<file path="config.mk">
export PLATFORM = sky130hd
export DESIGN_NAME = dmem_sram_ctrl
export DESIGN_NICKNAME = d
export VERILOG_FILES = /design/src/rtl/dmem_sram_ctrl.sv
export SDC_FILE = /design/constraint.sdc
export NUM_CORES = 1
export LEC_CHECK = 0
export CAP_MARGIN = 20
export CORE_MARGIN = 5
export CORE_UTILIZATION = 30
export DETAILED_ROUTE_END_ITERATION = 10
export DONT_BUFFER_PORTS = 1
export PLACE_DENSITY = 0.48
export RECOVER_POWER = 100
export SETUP_SLACK_MARGIN = 0.05
export SLEW_MARGIN = 0
export SYNTH_ARGS = -nofsm -noshare
export SYNTH_HDL_FRONTEND = slang
export SYNTH_SLANG_ARGS = --single-unit
</file>
<file path="constraint.sdc">
create_clock -name clk -period 2 [get_ports clk]
set_input_delay 0.3 -clock clk [delete_from_list [all_inputs] [get_ports clk]]
set_output_delay 0.3 -clock clk [all_outputs]
set_load 0.02 [all_outputs]
</file>
<file path="src/rtl/dmem_sram_ctrl.sv">
// MEM-stage data-memory controller that splits each 32-bit access into two
// 16-bit beats on an asynchronous SRAM and stalls the pipeline until done.
module dmem_sram_ctrl #(
    parameter logic [31:0] BASE_ADDR   = 32'd1024,
    parameter int          WAIT_CYCLES = 3,
    parameter int          SRAM_AW     = 18
) (
    input  logic               clk,
    input  logic               rst,
    input  logic               MEM_r_en,
    input  logic               MEM_w_en,
    input  logic [31:0]        address,
    input  logic [31:0]        data_in,
    output logic               freeze,
    output logic [31:0]        data_out,
    output logic [SRAM_AW-1:0] sram_addr,
    output logic [15:0]        sram_dq_out,
    output logic               sram_dq_oe,
    input  logic [15:0]        sram_dq_in,
    output logic               sram_we_n
);

    typedef enum logic [1:0] {IDLE, LO, HI, DONE} state_t;

    localparam logic [3:0] LAST_CNT = 4'(WAIT_CYCLES - 1);

    state_t             r_state;
    state_t             w_nextState;
    logic [3:0]         r_cnt;
    logic               r_isWrite;
    logic [SRAM_AW-2:0] r_word;
    logic [31:0]        r_wdata;
    logic [31:0]        r_dataOut;

    logic               w_req;
    logic               w_lastCycle;
    logic               w_writeBeat;
    logic [31:0]        w_diff;
    logic               w_unused;

    assign w_req       = MEM_r_en | MEM_w_en;
    assign w_diff      = address - BASE_ADDR;
    assign w_lastCycle = (r_cnt == LAST_CNT);
    assign w_writeBeat = r_isWrite && ((r_state == LO) || (r_state == HI));
    assign w_unused    = &{1'b0, w_diff[31:SRAM_AW+1], w_diff[1:0]};
    assign data_out    = r_dataOut;

    always_ff @(posedge clk) begin
        if (!rst) begin
            r_state <= IDLE;
        end else begin
            r_state <= w_nextState;
        end
    end

    always_comb begin
        w_nextState = r_state;
        case (r_state)
            IDLE:    if (w_req) w_nextState = LO;
            LO:      if (w_lastCycle) w_nextState = HI;
            HI:      if (w_lastCycle) w_nextState = DONE;
            DONE:    w_nextState = IDLE;
            default: w_nextState = IDLE;
        endcase
    end

    // Word index is (address - BASE_ADDR) >> 2, i.e. bits [SRAM_AW:2] of the difference.
    always_ff @(posedge clk) begin
        if (!rst) begin
            r_cnt     <= 4'd0;
            r_isWrite <= 1'b0;
            r_word    <= '0;
            r_wdata   <= 32'd0;
            r_dataOut <= 32'd0;
        end else begin
            case (r_state)
                IDLE: begin
                    if (w_req) begin
                        r_isWrite <= MEM_w_en;
                        r_word    <= w_diff[SRAM_AW:2];
                        r_wdata   <= data_in;
                        r_cnt     <= 4'd0;
                    end
                end
                LO, HI: begin
                    if (w_lastCycle) begin
                        r_cnt <= 4'd0;
                        if (!r_isWrite) begin
                            if (r_state == LO) r_dataOut[15:0]  <= sram_dq_in;
                            else               r_dataOut[31:16] <= sram_dq_in;
                        end
                    end else begin
                        r_cnt <= r_cnt + 4'd1;
                    end
                end
                default: ;
            endcase
        end
    end

    // Strobe releases on the last cycle of a beat so WE# rises before the address moves.
    always_comb begin
        freeze      = 1'b0;
        sram_addr   = {r_word, 1'b0};
        sram_dq_out = 16'd0;
        sram_dq_oe  = 1'b0;
        sram_we_n   = 1'b1;
        case (r_state)
            IDLE: freeze = rst & w_req;
            LO, HI: begin
                freeze = 1'b1;
                if (r_state == HI) sram_addr = {r_word, 1'b1};
                if (w_writeBeat) begin
                    sram_dq_oe  = 1'b1;
                    sram_dq_out = (r_state == HI) ? r_wdata[31:16] : r_wdata[15:0];
                    sram_we_n   = !(!w_lastCycle || (WAIT_CYCLES == 1));
                end
            end
            default: ;
        endcase
    end

endmodule

</file>
Word level (Yosys, flattened, before mapping):

Index checks and enable logic that the tools add are counted.

* add/subtract/negate cells: 2
* equality and inequality tests: 7
* muxes and demuxes: 17
* bitwise operators: 4
* reductions and logical operators: 10

Operators with widths (number)
* $mux W16: 3
* $sub A19 B11 Y19 const B: 1
* $mux W4: 2
* $pmux W2 S4: 1
* $pmux W4 S2: 1
* $reduce_and A4 Y1: 2
* $mux W1: 6
* $mux W2: 3
* $ne A2 B2 Y1 const B: 3
* $add A4 B1 Y4 const B: 1
* $eq A2 B2 Y1 const B: 2
* $eq A4 B2 Y1 const B: 1
* $reduce_and A2 Y1: 2
* $reduce_and A3 Y1: 1
* $eq A2 B1 Y1 const B: 1
* $logic_not A2 Y1: 1
* $not A1 Y1: 2
* $pmux W1 S2: 1
* $reduce_bool A2 Y1: 1
* $reduce_or A2 Y1: 1
* $and A1 B1 Y1: 1
* $logic_and A1 B1 Y1: 1
* $logic_or A1 B1 Y1: 1
* $or A1 B1 Y1: 1

* register bits after elaboration: 88
* output and inout bits: 69
* word-level logic and storage cells: 47

Longest topological paths before layout:

Gate-level depths: netlist (run 1).

* word-level depth: 5
* depth in mapped cells: 7

Worst setup path after synthesis (run 1):

Ideal clock, no wire load.

* path type: register to output
* from: register r_state[0]
* to: output sram_dq_out[10]
* arrival: 1662 ps
* slack: 38 ps
* cell stages (with the launch flop): 7
* buffers on the path: 2
* cell sequence: dfxtp_1 inv_1 ha_1 clkbuf_1 nand2_1 clkbuf_1 nor2_1

* cells in the longest elaborated chain, start to end: 5
* elaborated cells on any way between the ends: 8

Ends and longest elaborated chain
* start: declaration: RTL line 27 `state_t r_state;`
* start signal: assignment: RTL line 52 `r_state <= w_nextState;`
* $eq A2 B1 Y1 or $eq A2 B2 Y1 (tied branches): RTL line 44, 108, 115
* $logic_or A1 B1 Y1: RTL line 44 `assign w_writeBeat = r_isWrite && ((r_state == LO) || (r_state == HI));`
* $logic_and A1 B1 Y1: RTL line 44
* $mux W16: RTL line 113 `if (w_writeBeat) begin`
* $mux W16 *: RTL line 108 `case (r_state)`
* end: declaration: RTL line 17 `output logic [15:0] sram_dq_out,`

Mark *: on every way between the ends. The rest lies on a longest branch, timed or not.

Worst setup path after layout (run 1):

* from: register r_state[1]
* to: output sram_dq_out[13]

The elaborated chain is that of the path after synthesis.

==> results of run 1 <==
[layout make-up]
class	count	area share [%]
Inverter	7	0.648
Clock buffer	9	5.07
Sequential cell	88	39.8
Multi-Input combinational cell	313	41.9
Clock inverter	7	2.31
Tap cell	147	4.14
Timing Repair Buffer	30	6.08
[final timing paths]
path / to / slack (ns) / cells past startpoint
worst max-delay path: sram_dq_out[13] / 0.08 / 6
worst max register to register: data_out[7] / 0.26 / 6
worst min register to register: r_wdata[26] / 0.46 / 2
worst min-delay path: r_word[8] / 0.05 / 1
[repair_timing]
| action | in CTS | in global routing |
|---|---|---|
| pin swaps | 1 | 0 |
| setup endpoints to repair | 19 | 17 |
| setup buffers | 0 | 1 |
| cloned | 1 | 2 |
| resized for setup | 15 | 17 |
[logic make-up (layout without fill, tap and decap cells)]
kind of cell    count (synthesis)  in the layout  synth area share (%)
compound gates                 72             72                  10.8
xor+xnor                        2              2                 0.475
fa+ha+maj                      10             10                  3.39
buf+inv                        35             53                  3.77
flops                          88             88                  47.8
mux                            50             50                  13.6
simple gates                  179            179                  20.2
[stage by stage]
stage               utilization [%]  instances  area (um2)
detailed placement             33.3        581        4000
floorplan                         -        436        3690
global placement               33.3        581        4000
finish                         37.0        601        4440
global route                   37.0        601        4440
CTS                            36.6        598        4400
[layer usage]
layer	track usage, %	share of wire [%]	up-vias
li1	-	-	1483
met1	15.0	43	1359
met2	20.0	46	85
met3	6.20	9.4	11
met4	4.89	1.2	0
met5	0	0	-
[worst reg2reg max path, delay by kind of cell, from the launching register on]
kind          cells  cell delay, ns
fa+ha+maj         1            0.16
simple gates      2            0.44
mux               1            0.22
flops             1            0.34
buf+inv           2            0.45
[state kept, by name, indices dropped and copies added (netlist names)]
name,flops
r_wdata,32
r_word,17
r_state,2
data_out,32
r_isWrite,1
r_cnt,4
[layout by cell type, fill, tap and decap left out, types with 2 or more instances in the layout]
cell type / synthesis / final
nor2_2: 0 / 6
clkbuf_16: 0 / 11
nor2_1: 22 / 15
o31ai_1: 2 / 2
dfxtp_4: 0 / 2
dfxtp_1: 88 / 86
a21oi_1: 43 / 43
inv_2: 1 / 2
nand3b_1: 3 / 3
inv_1: 6 / 4
o211ai_1: 2 / 2
a31oi_1: 5 / 5
a211oi_1: 3 / 3
mux2i_1: 50 / 48
ha_1: 10 / 8
or3_1: 5 / 5
bufinv_16: 0 / 2
nand2_1: 138 / 137
buf_6: 0 / 2
o21ai_0: 11 / 12
clkbuf_1: 22 / 2
nor3b_1: 2 / 2
inv_6: 0 / 2
buf_12: 0 / 2
buf_4: 0 / 7
clkbuf_2: 0 / 11
ha_4: 0 / 2
buf_2: 6 / 3
[power by group]
part           total, mW  internal (mW)  switching [mW]
sequential          2.34           2.03           0.306
combinational       1.70          0.674            1.02
clock               1.85           1.11           0.737
==> impl_metrics.json, run 1 <==
{
  "status": "complete, no violations",
  "cp.required_ns": 1.70,
  "skew_ns": 0.00766,
  "hold_viol_final": 0,
  "worstPathArrival_ns": 1.62,
  "num_rows": 40,
  "powerDensity_mw_per_mm2": 1320,
  "drive_gt1_share_pct": 14.3,
  "synth_most_common_cell": "nand2_1",
  "synth_top_area_share_pct": 47.8,
  "slew_violations": 0,
  "initial_utilization_pct": 30.7,
  "synthToLayoutAreaGrowth_pct": 20.5,
  "synth_warnings": 0,
  "grt_pass1_wl_um": 14700,
  "coreArea_mm2": 0.0120,
  "final_antenna_net_count": 0,
  "hold_path.class": "primary input to flop",
  "port_buffers": 0,
  "syn_area_mm2": 0.00369,
  "diodes": 0,
  "avgRoutedWirePerCell_um": 15.7,
  "grt.overflow.total": 0,
  "cp_max_fo": 4,
  "critPathLaunchType": "flop",
  "ys_types": 35,
  "holdBufCountCts": 0,
  "worstPathCellList": "inv_2 -> ha_4 -> nand2_8 -> clkbuf_16 -> nor2_2 -> clkbuf_2",
  "yosys.area.top_type": "dfxtp_1",
  "dr.first_iter.drc_count": 125,
  "holdWs_ns": 0.0453,
  "antenna_found_initial": 0,
  "fmax_mhz": 520,
  "synthArstFlopShare_pct": 0,
  "tns_ns": 0,
  "pin_count": 153,
  "synth_cells": 436,
  "numCtsBuffers": 9,
  "viasPerCell": 4.89,
  "fin_ws_ns": 0.0776,
  "r2r_start": "r_cnt[0]",
  "rsz0062_at_grt": "yes",
  "cts_buffer_depth": 2,
  "finalCriticalPeriod_ns": 1.92,
  "synth.area.top_cells": "dfxtp_1 48%, nand2_1 14%, mux2i_1 14%",
  "fin_crit_sh_pct": 96.1,
  "grt_pass1_vias": 2875,
  "maxCapViolations": 0,
  "dr_total_vias": 2938,
  "grt_usage_pct": 12.7,
  "fin_total_pwr_mw": 5.88,
  "dr.pass1.iters": 4,
  "wl_um": 9460,
  "dieArea_mm2": 0.0146,
  "synth_edf_count": 0,
  "synth_seq_cells": 88,
  "synth_ff_type": "dfxtp_1",
  "relSlewSlack_pct": 43.3,
  "dp_hpwl_um": 6280,
  "clkTransAtPathRegs_ns": 0.07,
  "syn_area_per_cell_um2": 8.46,
  "peakVddDrop_v": 0.000563,
  "place.gp.congestion": 0.740,
  "worst_pin_slew_ns": 0.851,
  "syn-num-nets": 530,
  "cpMaxStageDelayCell": "dfxtp_4",
  "min_from": "address[10]",
  "critical_path.top_delay_family": "buffers and inverters",
  "h-tree-depth": 3,
  "crit_buf_inv": 3,
  "fin_nets": 543,
  "clk_latency_ns": 0.34,
  "p_leak_nw": 1.86,
  "cts_root_buffer": "clkbuf_16",
  "cts_sinks": 88,
  "critPathCaptureType": "output pin",
  "slowest_delay_ns": 0.37,
  "fill_cells": 1252,
  "die_h_um": 121,
  "die-width_um": 121,
  "synth_common_cells": "138 x nand2_1, 88 x dfxtp_1, 50 x mux2i_1",
  "startpoint": "r_state[1]",
  "drc": 0,
  "setup_viol": 0,
  "multi_input_area_mm2": 0.00186,
  "critical_path_class": "flop to output pin",
  "grt_start_max_net_pins": 68,
  "place_ws_ns": 0.135,
  "cts_tree": "done",
  "seq_area_frac_synth_pct": 47.8,
  "regArea_mm2": 0.00177
}
(Power assumes the default switching activity.)
==> run 2, diff against run 1 <==
Settings changed: SETUP_SLACK_MARGIN 0.05 to unset.
==> impl_metrics.json, run 2 (synthesis results as in run 1) <==
{
  "status": "complete, no violations",
  "powerDensity_mw_per_mm2": 1320,
  "worst_pin_slew_ns": 0.851,
  "die_h_um": 121,
  "rsz0062_at_grt": "no",
  "slew_violations": 0,
  "hold_viol_final": 0,
  "tns_ns": 0,
  "relSlewSlack_pct": 43.2,
  "clkTransAtPathRegs_ns": 0.07,
  "grt_pass1_vias": 2882,
  "diodes": 0,
  "place_ws_ns": 0.135,
  "final_antenna_net_count": 0,
  "grt.overflow.total": 0,
  "pin_count": 153,
  "place.gp.congestion": 0.740,
  "fill_cells": 1272,
  "worstPathArrival_ns": 1.61,
  "dr.first_iter.drc_count": 108,
  "grt_pass1_wl_um": 14600,
  "wl_um": 9230,
  "cts_sinks": 88,
  "h-tree-depth": 3,
  "synthToLayoutAreaGrowth_pct": 16.8,
  "cts_tree": "done",
  "fin_ws_ns": 0.0883,
  "fmax_mhz": 523,
  "critical_path_class": "flop to output pin",
  "dr_total_vias": 2910,
  "clk_latency_ns": 0.34,
  "critPathLaunchType": "flop",
  "final_cell_mix": "138 x nand2_1, 86 x dfxtp_1, 49 x mux2i_1",
  "peakVddDrop_v": 0.000569,
  "coreArea_mm2": 0.0120,
  "cp.required_ns": 1.70,
  "antenna_found_initial": 0,
  "maxCapViolations": 0,
  "dp_hpwl_um": 6280,
  "hold_path.class": "primary input to flop",
  "num_rows": 40,
  "cts_setup_buffers": 0,
  "die-width_um": 121,
  "finalCriticalPeriod_ns": 1.91,
  "drive_gt1_share_pct": 12.4,
  "p_leak_nw": 1.83,
  "fin_cells": 598,
  "cts_buffer_depth": 2,
  "fin_total_pwr_mw": 5.69,
  "port_buffers": 0,
  "initial_utilization_pct": 30.7,
  "layout_commonest_cell": "nand2_1",
  "grt_start_max_net_pins": 68,
  "dr.pass1.iters": 4,
  "numCtsBuffers": 9,
  "dieArea_mm2": 0.0146,
  "drc": 0,
  "grt_usage_pct": 12.6,
  "fin_nets": 540,
  "cp_max_fo": 17,
  "skew_ns": 0.00720,
  "fin_crit_sh_pct": 95.6,
  "viasPerCell": 4.87,
  "setup_viol": 0,
  "avgRoutedWirePerCell_um": 15.4,
  "dp_cells": 581,
  "cts_root_buffer": "clkbuf_16",
  "critPathCaptureType": "output pin"
}
run 2: cell count changes in the layout (fill, tap and decap cells not counted), moves of 2 or more:
cell	previous run	this run
clkbuf_16	11	9
clkbuf_2	11	8
nor2_2	6	2
buf_2	3	7
nor2_1	15	20
run 2: report_power, final:
| part | total [mW] | internal, mW | switching [mW] |
|---|---|---|---|
| sequential | 2.33 | 2.03 | 0.297 |
| clock | 1.85 | 1.11 | 0.735 |
| combinational | 1.51 | 0.566 | 0.949 |
run 2: path summary, 6_finish.rpt:
| path | start | endpoint | slack, ns | depth (start not counted) |
|---|---|---|---|---|
| worst min register to register | r_wdata[19] | r_wdata[19] | 0.46 | 2 |
| worst max register to register | r_cnt[0] | data_out[29] | 0.21 | 6 |
| worst max-delay path | r_state[1] | sram_dq_out[2] | 0.09 | 6 |
| worst min-delay path | address[10] | r_word[8] | 0.05 | 1 |
run 2: stage by stage:
stage	util [%]	instance area, um2	hold slack [ns]
after detailed placement	33.3	4000	0.400
after floorplan	-	3690	0.396
after CTS	36.1	4340	0.0284
after global placement	33.3	4000	0.398
after global routing	35.9	4310	0.0299
final	35.9	4310	0.0451
run 2: layout make-up:
type                            instances  area [um2]  share of cell area (%)
Clock inverter                          7         103                    2.38
Clock buffer                            9         225                    5.23
Multi-Input combinational cell        313        1820                    42.2
Inverter                                7        26.3                   0.610
Sequential cell                        88        1770                    41.1
Tap cell                              147         184                    4.27
Timing Repair Buffer                   27         184                    4.27
run 2: what timing repair did:
item | 4_1_cts | 5_1_grt
gates cloned | 0 | 1
hold buffers | 0 | 0
pin swaps | 1 | 0
endpoints found under the setup margin | 18 | 17
resized for setup | 6 | 7
run 2: layer usage:
layer	routed length, um	track usage [%]	vias to the layer above
li1	-	-	1476
met1	3870	14.4	1334
met2	4330	20.0	89
met3	911	6.25	11
met4	116	4.89	0
met5	0	0	-
run 2: critical path: stages, from the launching register on:
cell and delay (ns):
dfxtp_4 0.38, inv_2 0.08, ha_4 0.27, nand2_1 0.06
buf_6 0.17, nor2_2 0.13, clkbuf_2 0.18
==> run 3, diff against run 2 <==
Settings changed: GPL_TIMING_DRIVEN set to 0, SKIP_LAST_GASP set to 1.
==> impl_metrics.json, run 3 (synthesis results as in run 1) <==
{
  "fin_nets": 547,
  "die_h_um": 121,
  "viasPerCell": 5.00,
  "p_switching_mw": 2.19,
  "skew_ns": 0.00649,
  "crit_buf_inv": 2,
  "synthToLayoutAreaGrowth_pct": 22.3,
  "cts_sinks": 88,
  "die-width_um": 121,
  "cts_tree": "done",
  "fin_util_pct": 37.5,
  "status": "complete, no violations",
  "diodes": 0,
  "cts_buffer_depth": 2,
  "dp_hpwl_um": 7380,
  "p_leak_nw": 1.79,
  "layout_commonest_cell": "nand2_1",
  "grt_pass1_wl_um": 15700,
  "drive_gt1_share_pct": 14.4,
  "grt_start_max_net_pins": 15,
  "place_ws_ns": -0.490,
  "hold_path.class": "primary input to flop",
  "pin_count": 153,
  "coreArea_mm2": 0.0120,
  "powerDensity_mw_per_mm2": 1300,
  "fin_ws_ns": 0.0702,
  "peakVddDrop_v": 0.000589,
  "critPathLaunchType": "flop",
  "fill_cells": 1219,
  "dieArea_mm2": 0.0146,
  "place.gp.congestion": 0.743,
  "antenna_found_initial": 0,
  "clkTransAtPathRegs_ns": 0.06,
  "slew_violations": 0,
  "cp.required_ns": 1.70,
  "cp_max_fo": 9,
  "numCtsBuffers": 9,
  "worstPathCellList": "inv_2 -> ha_4 -> nand2_8 -> clkbuf_16 -> nor2_4",
  "grt.overflow.total": 0,
  "cts_root_buffer": "clkbuf_16",
  "finalCriticalPeriod_ns": 1.93,
  "maxCapViolations": 0,
  "h-tree-depth": 3,
  "place_area_mm2": 0.00387,
  "fmax_mhz": 518,
  "cpMaxStageDelayCell": "dfxtp_2",
  "slowest_delay_ns": 0.39,
  "holdWs_ns": 0.0480,
  "critical_path.top_delay_family": "flip-flops",
  "wl_um": 10300,
  "dr.first_iter.drc_count": 171,
  "critPathCaptureType": "output pin",
  "final_cell_area_mm2": 0.00451,
  "fin_crit_sh_pct": 96.5,
  "critical_path_class": "flop to output pin",
  "swShare_pct": 37.2,
  "holdBufCountCts": 0,
  "dr_total_vias": 3023,
  "grt_pass1_vias": 2948,
  "final_antenna_net_count": 0,
  "power_frac_comb_pct": 33.5,
  "drc": 0,
  "initial_utilization_pct": 30.7,
  "setup_viol": 0,
  "worst_pin_slew_ns": 0.717,
  "grt_usage_pct": 13.9,
  "rsz0062_at_grt": "yes",
  "power.internal_mw": 3.69,
  "p_seq_share_pct": 40.2,
  "final_cell_mix": "137 x nand2_1, 86 x dfxtp_1, 43 x a21oi_1",
  "port_buffers": 0,
  "clk_latency_ns": 0.34,
  "dr.pass1.iters": 4,
  "worstPathArrival_ns": 1.63,
  "hold_viol_final": 0,
  "avgRoutedWirePerCell_um": 17.0,
  "relSlewSlack_pct": 52.1,
  "num_rows": 40,
  "p_clk_share_pct": 26.4
}
==> run 3: power by group through the flow <==
stage / clock network, mW / registers (mW) / logic (mW)
2_1_floorplan: 0 / 2.30 / 1.13
3_3_place_gp: 0 / 2.35 / 1.45
3_5_place_dp: 0 / 2.36 / 1.49
4_1_cts: 1.60 / 2.34 / 1.78
5_1_grt: 1.70 / 2.39 / 2.18
6_report: 1.55 / 2.36 / 1.97
==> run 3: cell type report <==
cell class | count | area (um2) | share of cell area (%)
tap | 147 | 184 | 4.08
timing repair buffer | 7 | 71.3 | 1.58
multi-input combinational | 313 | 2020 | 44.9
sequential | 88 | 1770 | 39.2
inverter | 7 | 26.3 | 0.583
clock inverter | 4 | 30.0 | 0.666
clock buffer | 11 | 243 | 5.38
buffer | 27 | 165 | 3.66
==> run 3: final timing paths <==
path	startpoint	end	slack, ns	cells past startpoint
worst min register to register	r_wdata[31]	r_wdata[31]	0.46	2
worst max register to register	r_state[1]	data_out[23]	0.13	7
worst max-delay path	r_state[1]	sram_dq_out[12]	0.07	5
worst min-delay path	address[10]	r_word[8]	0.05	1
==> run 3: routing by layer <==
layer / vias to the layer above / global-route usage, % / part of all wire, %
li1: 1495 / - / -
met1: 1402 / 15.8 / 40
met2: 113 / 22.0 / 47
met3: 13 / 7.60 / 11
met4: 0 / 4.89 / 1.8
met5: - / 0 / 0
==> run 3: stage by stage <==
step | TNS, ns | power (mW) | instances
after floorplan | 0 | 3.42 | 436
after global placement | -5.51 | 3.80 | 583
after detailed placement | -6.28 | 3.85 | 583
after CTS | 0 | 5.72 | 599
after global routing | -0.00856 | 6.27 | 604
final | 0 | 5.88 | 604
==> run 3: timing repair <==
item,in CTS,in global routing
gates cloned,0,3
setup buffers,2,2
setup endpoints to repair,32,14
resized for setup,53,16
pin swaps,2,6
